--- config.mk ---
export PLATFORM = sky130hd
export DESIGN_NAME = bank_write_ctrl
export DESIGN_NICKNAME = d
export VERILOG_FILES = /design/src/rtl/bank_write_ctrl.sv
export SDC_FILE = /design/constraint.sdc
export NUM_CORES = 1
export LEC_CHECK = 0
export BUFFER_PORTS_ARGS = -buffer_cell sky130_fd_sc_hd__buf_4
export CAP_MARGIN = 20
export CORE_MARGIN = 2
export CORE_UTILIZATION = 40
export DETAILED_ROUTE_END_ITERATION = 16
export HOLD_SLACK_MARGIN = 0.12
export MAX_ROUTING_LAYER = met4
export PLACE_DENSITY = 0.68
export SYNTH_ARGS = -nofsm -noshare
export SYNTH_HDL_FRONTEND = slang
export SYNTH_SLANG_ARGS = --single-unit
--- constraint.sdc ---
create_clock -name clk -period 2.2 [get_ports clk]
set_clock_uncertainty 0.05 [all_clocks]
set_input_delay 0.11 -clock clk [delete_from_list [all_inputs] [get_ports clk]]
set_output_delay 0.11 -clock clk [all_outputs]
set_load 0.01 [all_outputs]
--- src/rtl/bank_write_ctrl.sv ---
// Packs an incoming pixel stream into bank-wide words and drives the bank
// write port, one word per frame address, with frame start/restart/end control.
//
// state  | meaning
// IDLE   | waiting for frame_start, no pixels accepted
// FILL   | accepting pixels, packing lanes, issuing word writes
// DONE   | one-cycle frame end: frame_done pulse, frame_words latched
module bank_write_ctrl #(
    parameter int ADDRESS_DEPTH   = 512,
    parameter int PIXEL_WIDTH     = 32,
    parameter int PIXELS_PER_WORD = 4,
    parameter int FRAME_WORDS     = 512,
    localparam int AW             = $clog2(ADDRESS_DEPTH),
    localparam int BANDWIDTH      = PIXEL_WIDTH * PIXELS_PER_WORD
) (
    input  logic                   clk,
    input  logic                   resetn,
    input  logic                   frame_start,
    input  logic                   pix_valid,
    input  logic [PIXEL_WIDTH-1:0] pix_data,
    input  logic                   pix_last,
    output logic                   pix_ready,
    output logic                   cea,
    output logic                   oce,
    output logic [AW-1:0]          ada,
    output logic [BANDWIDTH-1:0]   din,
    output logic                   busy,
    output logic                   frame_done,
    output logic [AW:0]            frame_words
);

    localparam int LW = (PIXELS_PER_WORD > 1) ? $clog2(PIXELS_PER_WORD) : 1;

    typedef enum logic [1:0] {
        S_IDLE = 2'd0,
        S_FILL = 2'd1,
        S_DONE = 2'd2
    } state_t;

    state_t               state;
    state_t               state_next;
    logic [AW:0]          word_cnt;
    logic [LW-1:0]        lane;
    logic [BANDWIDTH-1:0] pack;
    logic [BANDWIDTH-1:0] pack_next;
    logic                 accept;
    logic                 lane_last;
    logic                 last_word;
    logic                 word_done;
    logic                 start_clear;

    // A frame_start in FILL wins over a pixel offered in the same cycle.
    assign accept      = pix_ready && pix_valid && !frame_start;
    assign lane_last   = (lane == LW'(PIXELS_PER_WORD - 1));
    assign last_word   = (word_cnt == (AW+1)'(FRAME_WORDS - 1));
    assign word_done   = accept && (lane_last || pix_last);
    assign start_clear = frame_start && (state == S_IDLE || state == S_FILL);
    assign oce         = resetn;

    always_comb begin
        pack_next = pack;
        pack_next[lane*PIXEL_WIDTH +: PIXEL_WIDTH] = pix_data;
    end

    always_ff @(posedge clk or negedge resetn) begin
        if (!resetn) begin
            state <= S_IDLE;
        end else begin
            state <= state_next;
        end
    end

    always_comb begin
        state_next = state;
        case (state)
            S_IDLE: begin
                if (frame_start) state_next = S_FILL;
            end
            S_FILL: begin
                if (frame_start) begin
                    state_next = S_FILL;
                end else if (word_done && (pix_last || last_word)) begin
                    state_next = S_DONE;
                end
            end
            S_DONE:  state_next = S_IDLE;
            default: state_next = S_IDLE;
        endcase
    end

    always_comb begin
        pix_ready  = (state == S_FILL);
        busy       = (state != S_IDLE);
        frame_done = (state == S_DONE);
    end

    // Pack register is zeroed after each word so short final words pad with zero.
    always_ff @(posedge clk or negedge resetn) begin
        if (!resetn) begin
            word_cnt    <= '0;
            lane        <= '0;
            pack        <= '0;
            din         <= '0;
            ada         <= '0;
            cea         <= 1'b0;
            frame_words <= '0;
        end else begin
            cea <= 1'b0;
            if (start_clear) begin
                word_cnt <= '0;
                lane     <= '0;
                pack     <= '0;
            end else if (word_done) begin
                din      <= pack_next;
                ada      <= word_cnt[AW-1:0];
                cea      <= 1'b1;
                word_cnt <= word_cnt + 1'b1;
                lane     <= '0;
                pack     <= '0;
                if (state_next == S_DONE) frame_words <= word_cnt + 1'b1;
            end else if (accept) begin
                pack <= pack_next;
                lane <= lane + 1'b1;
            end
        end
    end

endmodule

# Word level (Yosys, flattened, before mapping)
# Index checks and enable logic that the tools add are counted.
[word_totals]
in_bits = 37
word_cells = 49
output_inout_bits = 152
ff_bits = 290
[op_classes]
n_bitwise = 1
muxes = 15
eq_ne = 5
n_addsub = 3
n_reduce_logical = 15
shift = 2
[op_table]
columns = ["operator", "n"]
rows = [
  ["$mux 128", 3],
  ["$bwmux 128", 1],
  ["$shift 32x34->128 const A", 1],
  ["$shiftx 32x34->128", 1],
  ["$neg 7->34", 1],
  ["$mux 10", 2],
  ["$mux 2", 6],
  ["$add 10x1->10 const B", 1],
  ["$eq 10x9->1 const B", 1],
  ["$eq 2x2->1 const B", 3],
  ["$logic_and 1x1->1", 5],
  ["$pmux 2 s2", 1],
  ["$reduce_bool 2->1", 2],
  ["$logic_or 1x1->1", 3],
  ["$reduce_and 3->1", 1],
  ["$reduce_bool 3->1", 1],
  ["$add 2x1->2 const B", 1],
  ["$eq 2x1->1 const B", 1],
  ["$logic_not 2->1", 1],
  ["$mux 1", 2],
  ["$reduce_and 2->1", 1],
  ["$logic_not 1->1", 1],
  ["$not 1->1", 1],
]

# Longest topological paths before layout
# Gate-level depths: netlist (run 1).
[logic_depth]
word_depth = 10
mapped_depth = 8

# Least setup slack after synthesis (run 1)
# Ideal clock, no wire load.
[synth_path]
path_type = "reg2reg"
start = "register lane[0]"
end = "register pack[66]"
period_less_slack_ns = 2.103
path_slack_ns = 0.097
arrival_time_ns = 1.987
setup_time_ns = 0.066
stages_incl_launch_ff = 8
cell_sequence = "dfrtp_1 -> inv_2 -> ha_1 -> nor4b_2 -> and3_1 -> buf_2 -> buf_2 -> a22o_1"
[synth_via]
elab_chain_len = 6
word_cells_on_any_way = 11
[synth_rtl]
columns = ["item", "line_no", "rtl"]
rows = [
  ["start, declared", "43", "logic [LW-1:0] lane;"],
  ["start signal, assigned", "123", "lane <= lane + 1'b1;"],
  ["$neg 7->34", "62", "pack_next[lane*PIXEL_WIDTH +: PIXEL_WIDTH] = pix_data;"],
  ["$shiftx 32x34->128 / $shift 32x34->128 (equally long branches)", "62", ""],
  ["$bwmux 128", "62", ""],
  ["$mux 128", "121", "end else if (accept) begin"],
  ["$mux 128", "113", "end else if (word_done) begin"],
  ["$mux 128", "109", "if (start_clear) begin"],
  ["end signal, assigned", "122", "pack <= pack_next;"],
  ["end, declared", "44", "logic [BANDWIDTH-1:0] pack;"],
]
# Parallel ways exist; a longest one is shown, timed or not. The select of a mux whose other input is x is not followed.
# A chain may end at the register's enable or synchronous reset.

# Final worst setup path (run 1)
[layout_path]
start = "register lane[0]"
end = "register pack[15]"
# Same word-level chain as after synthesis.

==> impl_metrics.csv, run 1 <==
group,metric,value,unit
run_status,status,"finished clean",
synth,synth_largest_area_cell,"dfrtp_1",
place,place_congestion,0.807,
timing,hold-worst-slack,146,ps
route,ant_nets,0,
critical_path,critPathLaunch,"lane[0]$_DFFE_PN0P_",
synth,synth.distinct_cells,37,
power_and_ir_drop,p_per_area,910,nW/um2
global_routing,overflow,0,
cells_and_area,fill_cells,2497,
critical_path,cpMaxStageDelayCell,"dfrtp_2",
cells_and_area,num-nets-final,1275,
place,io_buffers,188,
synth,synth.net_count,1095,
critical_path,max_stage_delay,440,ps
critical_path,cp.arrival,2560,ps
global_routing,grt_max_degree,127,
route,drc,0,
synth,async_flop_share,100,%
route,totalWireLength,33200,um
power_and_ir_drop,p_int,9.97,mW
power_and_ir_drop,leakage,7.19,nW
critical_path,reg2reg_depth,7,
clocking,clkTransAtPathRegs,70,ps
critical_path,r2r_setup_slack,80,ps
run,cap_violations,0,
power_and_ir_drop,switchingPower,3.78,mW
clocking,insertion_delay,550,ps
critical_path,end_kind,"register",
timing,finalHoldViolCount,0,
route,avgRoutedWirePerCell,20.3,um
synth,ys_warn_count,0,
cells_and_area,layout_commonest_cell,"dfrtp_1",
die,start_util,40.9,%
power_and_ir_drop,finalPower,13.8,mW
synth,ys_ff_latch,290,
power_and_ir_drop,ir_drop,0.000560,V
critical_path,crit-reg2reg-launch,"lane[0]$_DFFE_PN0P_",
clocking,cts_buffers,30,
synth,syn-instance-count,1051,
die,die_h,176,um
synth,ys_seq_area_share,61.4,%
cells_and_area,final_cells,1635,
synth,synth_area_leaders,"dfrtp_1, a22o_1, a221oi_1",
place,place_area,13700,um2
critical_path,crit_chain,"inv_2 -> ha_1 -> buf_4 -> nor4b_4 -> and3_2 -> buf_12 -> a22o_1",
cells_and_area,drive_above_1_share,23.7,%
route,dr.pass1.iters,5,
die,dieArea,31000,um2
cells_and_area,design_area,15100,um2
die,pin_count,189,
timing,grt_setup_unrepaired,"no",
critical_path,cp_num_cells,7,
place,dpl.hpwl,20600,um
global_routing,antenna_found_initial,0,
clocking,cts.sink_count,290,
cells_and_area,synthToLayoutAreaGrowth,27.7,%
synth,synth_area,11800,um2
timing,max_slew_margin,47.0,%
timing,worst_slew_pin_slew,792,ps
timing,fmaxAchievable,471,MHz
power_and_ir_drop,swShare,27.5,%
die,die-width,176,um
critical_path,setup.worst_path.start_class,"register",
die,core,28900,um2
synth,yosys.area.top_type_share,61.4,%
critical_path,crit_family,"simple AND/OR/NAND/NOR gates",
clocking,cts-htree-levels,1,
route,via_count,9357,
synth,synth-edff-count,0,
worst_hold_path,hold_path_class,"in -> async",
route,drt_iter0_markers,839,
global_routing,grt_pass1_vias,9251,
critical_path,cp_data_required_time,2630,ps
power_and_ir_drop,combPwrFrac,18.1,%
timing,slew_violations,0,
route,via_per_inst,5.72,
critical_path,cp_num_buf_inv,3,
power_and_ir_drop,pwr-share-seq,45.7,%
power_and_ir_drop,pwr-share-clk,36.2,%
cells_and_area,final_cell_mix,"dfrtp_1, nor2_1, buf_4, a22o_1, a221oi_1",
timing,fin_crit_sh,96.5,%
critical_path,crit_type,"reg -> reg",
synth,synth_ff_type,"dfrtp_1",
clocking,ctsLongestPathBuffers,3,
critical_path,path_max_fanout,32,
cells_and_area,antenna_cells,0,
place,placedCellCount,1545,
timing,setup_viol,0,
die,rows,62,
clocking,cts_tree,"yes",
global_routing,grt_usage,22.1,%
synth,postSynthAreaPerCell,11.3,um2
clocking,cts_root_buf,"clkbuf_16",
timing,fin_crit,2120,ps
clocking,post_cts_buffers,0,
global_routing,grt_pass1_wl,52800,um
-- per-stage QoR --
step / utilization (%) / setup TNS, ps / worst slack, ps
finish: 52.2 / 0 / 77.4
global route: 52.2 / 0 / 14.0
floorplan: - / 0 / 96.6
CTS: 52.2 / 0 / 57.3
detailed placement: 47.4 / -93.9 / -25.9
global placement: 47.4 / 0 / 69.5
-- cells by family after synthesis --
| family | count (synthesis) | synth area share [%] |
|---|---|---|
| buffers and inverters | 131 | 4.64 |
| muxes | 11 | 1.03 |
| and+or+nand+nor | 321 | 11.2 |
| DFF | 290 | 61.4 |
| adders and majority gates | 7 | 0.741 |
| AOI/OAI and AO/OA | 282 | 20.3 |
| xor gates and xnor gates | 9 | 0.666 |
-- path summary, 6_finish.rpt --
check | to
worst min register to register | ada[8]$_DFFE_PN0P_
worst min-delay path | din[64]$_DFFE_PN0P_
worst max-delay path | pack[15]$_DFFE_PN0P_
worst max register to register | pack[15]$_DFFE_PN0P_
max in group asynchronous | din[49]$_DFFE_PN0P_
min in group clk | pack[117]$_DFFE_PN0P_
-- Yosys cell counts, types with 2 or more instances --
cell type,instances
buf_1,32
dfrtp_1,290
a21oi_1,5
mux2i_1,2
inv_2,3
nand3_1,7
o21bai_1,4
inv_1,9
nor2b_1,3
o21ai_0,3
nor4_1,3
buf_4,8
ha_1,7
o21ai_1,7
a22o_1,132
xnor2_1,4
nor2_1,263
nor4b_2,2
mux2_1,9
buf_2,22
and3_1,4
xor2_1,5
a221oi_1,128
a21o_1,2
clkbuf_1,57
nand2_1,29
-- power by group through the flow --
stage               combinational (mW)  sequential, mW  clock [mW]
floorplan                        0.854            6.52           0
global placement                  2.41            6.37           0
detailed placement                2.46            6.37           0
CTS                               2.52            6.28        5.07
global route                      2.72            6.35        5.32
finish                            2.49            6.28        4.98
-- flip-flops by register name, indices dropped and copies added, names as in the netlist --
register / cells
pack: 128
lane: 2
cea: 1
din: 128
frame_words: 10
state: 2
ada: 9
word_cnt: 10
-- metal layers --
| metal | global-route usage (%) | wire length [um] | vias up |
|---|---|---|---|
| met5 | - | 0 | - |
| met4 | 6.03 | 696 | 0 |
| met3 | 3.51 | 2090 | 45 |
| met2 | 33.8 | 15700 | 376 |
| met1 | 30.8 | 14800 | 4779 |
| li1 | - | - | 4157 |
-- repair_timing --
item                                    4_1_cts  5_1_grt
endpoints found under the hold margin       560        0
hold buffers                                 38        0
endpoints found under the setup margin       32       37
gates resized for setup                       1        3
cloned                                        0        0
-- area by class of cell --
class	instances	area [um2]	area share, %
tap	384	480	3.18
multi-input combinational	630	4110	27.2
clock buffer	45	897	5.94
clock inverter	7	77.6	0.513
timing repair buffer	267	2240	14.8
sequential	290	7260	48.0
inverter	12	47.5	0.315
-- tightest hold or removal path, stage by stage --
cell and delay [ps]:
dlygate4sd3_1 560, buf_8 190, buf_12 240
No activity file was read; power rests on OpenSTA's default activity.
==> run 2: changes to the inputs <==
--- a/config.mk
+++ b/config.mk
@@ -10,9 +10,11 @@
 export CORE_MARGIN = 2
 export CORE_UTILIZATION = 40
 export DETAILED_ROUTE_END_ITERATION = 16
+export GPL_ROUTABILITY_DRIVEN = 0
 export HOLD_SLACK_MARGIN = 0.12
 export MAX_ROUTING_LAYER = met4
 export PLACE_DENSITY = 0.68
+export SETUP_SLACK_MARGIN = 0.4
 export SYNTH_ARGS = -nofsm -noshare
 export SYNTH_HDL_FRONTEND = slang
 export SYNTH_SLANG_ARGS = --single-unit
==> run 2 against run 1 <==
Clock-buffer cell count down 9. Sequential share of layout area is 4.6 points lower. Via count rose by 5.6%. Non-clock buffer count increased by 49. Critical path depth fell by 1. Final cell count increased by 3.2%. Wire length rose by 18%. Worst hold slack worse by 110 ps. First-iteration DRC count increased by 13%. Global-route usage rose by 1.2 points. Critical path type unchanged. Largest power group unchanged.
==> impl_metrics.csv, run 2 (same netlist as run 1, synthesis figures left out) <==
group,metric,value,unit
critical_path,reg2reg_depth,6,
clocking,insertion_delay,560,ps
clocking,cts-htree-levels,1,
critical_path,cp_data_required_time,2640,ps
clocking,ctsLongestPathBuffers,3,
run,cap_violations,0,
critical_path,r2r_end,"pack[26]$_DFFE_PN0P_",
critical_path,cp.arrival,2390,ps
place,dpl.hpwl,21500,um
clocking,cts_tree,"yes",
clocking,cts.sink_count,290,
critical_path,cpMaxStageDelayCell,"dfrtp_2",
power_and_ir_drop,p_per_area,872,nW/um2
cells_and_area,num-nets-final,1324,
timing,grt_setup_unrepaired,"yes",
place,io_buffers,188,
critical_path,r2r_setup_slack,250,ps
critical_path,crit-reg2reg-launch,"lane[0]$_DFFE_PN0P_",
cells_and_area,synthToLayoutAreaGrowth,41.4,%
cells_and_area,drive_above_1_share,33.6,%
timing,fmaxAchievable,513,MHz
die,core,28900,um2
route,dr.pass1.iters,5,
global_routing,grt_pass1_vias,9312,
die,die-width,176,um
route,via_per_inst,5.85,
power_and_ir_drop,ir_drop,0.000554,V
critical_path,max_stage_delay,470,ps
global_routing,overflow,0,
timing,max_slew_margin,55.6,%
cells_and_area,multi_input_area,4740,um2
clocking,cts_root_buf,"clkbuf_16",
cells_and_area,layout_commonest_cell,"dfrtp_1",
route,drc,0,
global_routing,antenna_found_initial,0,
die,pin_count,189,
worst_hold_path,hold_path_class,"in -> async",
clocking,clkTransAtPathRegs,60,ps
route,drt_iter0_markers,948,
cells_and_area,final_cell_mix,"dfrtp_1, nor2_1, buf_4, a22o_1, a221oi_1",
critical_path,cp_num_buf_inv,2,
run_status,status,"finished clean",
timing,worst_slew_pin_slew,665,ps
clocking,cts_buffers,30,
die,rows,62,
critical_path,critPathLaunch,"lane[0]$_DFFE_PN0P_",
die,dieArea,31000,um2
timing,slew_violations,0,
global_routing,grt_pass1_wl,55100,um
global_routing,grt_usage,23.3,%
critical_path,crit_chain,"inv_4 -> ha_4 -> nor4b_4 -> and3_4 -> clkbuf_16 -> a22o_1",
route,totalWireLength,39100,um
cells_and_area,reg.largest.list,"din: 128 flops, pack: 128 flops",
power_and_ir_drop,leakage,7.94,nW
cells_and_area,regArea,7260,um2
timing,fin_crit,1950,ps
die,die_h,176,um
global_routing,grt_max_degree,82,
critical_path,crit_type,"reg -> reg",
die,start_util,40.9,%
timing,setup_tns,0,ps
cells_and_area,final_util,57.8,%
route,avgRoutedWirePerCell,23.1,um
timing,fin_crit_sh,88.6,%
route,via_count,9881,
clocking,ctsHoldBuffers,36,
critical_path,crit_family,"simple AND/OR/NAND/NOR gates",
critical_path,end_kind,"register",
timing,setup_viol,0,
timing,finalHoldViolCount,0,
critical_path,setup.worst_path.start_class,"register",
critical_path,path_max_fanout,8,
cells_and_area,antenna_cells,0,
cells_and_area,fill_cells,2325,
route,ant_nets,0,
-- run 2: cell count changes in the layout (fill, tap and decap cells not counted), sizes merged --
cell	change
clkbuf	+6
clkinv	+8
buf	+35
bufinv	+3
clkinvlp	+2
dlygate4sd3	-1
-- run 2: where the power goes --
| group | internal (mW) | switching (mW) | total, mW | leakage (nW) |
|---|---|---|---|---|
| sequential | 5.89 | 0.400 | 6.29 | 3.75 |
| combinational | 1.34 | 1.52 | 2.87 | 3.66 |
| clock | 3.21 | 2.22 | 5.43 | 0.528 |
-- run 2: how the worst max path moves through the flow --
stage | to | slack (ps) | depth (start not counted)
after detailed placement | din[2]$_DFFE_PN0P_ | 210 | 6
after global routing | pack[10]$_DFFE_PN0P_ | 200 | 6
after floorplan | pack[66]$_DFFE_PN0P_ | 370 | 7
after global placement | pack[18]$_DFFE_PN0P_ | 230 | 7
final | pack[26]$_DFFE_PN0P_ | 250 | 6
after CTS | pack[26]$_DFFE_PN0P_ | 330 | 6
-- run 2: layout make-up --
cell class                 instances  area share [%]
timing repair buffer             316            18.7
inverter                          12           0.314
tap                              384            2.87
multi-input combinational        630            28.4
sequential                       290            43.4
clock buffer                      36            5.05
clock inverter                    20            1.30
-- run 2: timing repair --
action,CTS,global route
buffers inserted,10,12
setup endpoints to repair,272,270
gates resized for setup,35,108
cloned,1,20
endpoints found under the hold margin,561,53
pin swaps,6,88
-- run 2: metal layers --
layer | track usage [%] | part of all wire [%] | vias to the layer above
met3 | 2.69 | 7.2 | 70
met1 | 33.4 | 43 | 5071
met2 | 36.0 | 48 | 467
li1 | - | - | 4273
met5 | - | 0 | -
met4 | 5.23 | 2.1 | 0
-- run 2: stage by stage --
stage / power (mW) / hold WS (ps) / setup slack, ps / cells / instance area (um2)
6_report: 14.6 / 31.5 / 250 / 1688 / 16700
5_1_grt: 15.2 / 78.4 / 202 / 1688 / 16700
4_1_cts: 14.4 / 59.4 / 326 / 1656 / 15500
3_5_place_dp: 8.86 / 43.8 / 212 / 1553 / 13900
3_3_place_gp: 8.80 / 53.2 / 231 / 1553 / 13900
2_1_floorplan: 7.40 / -236 / 374 / 1051 / 11900
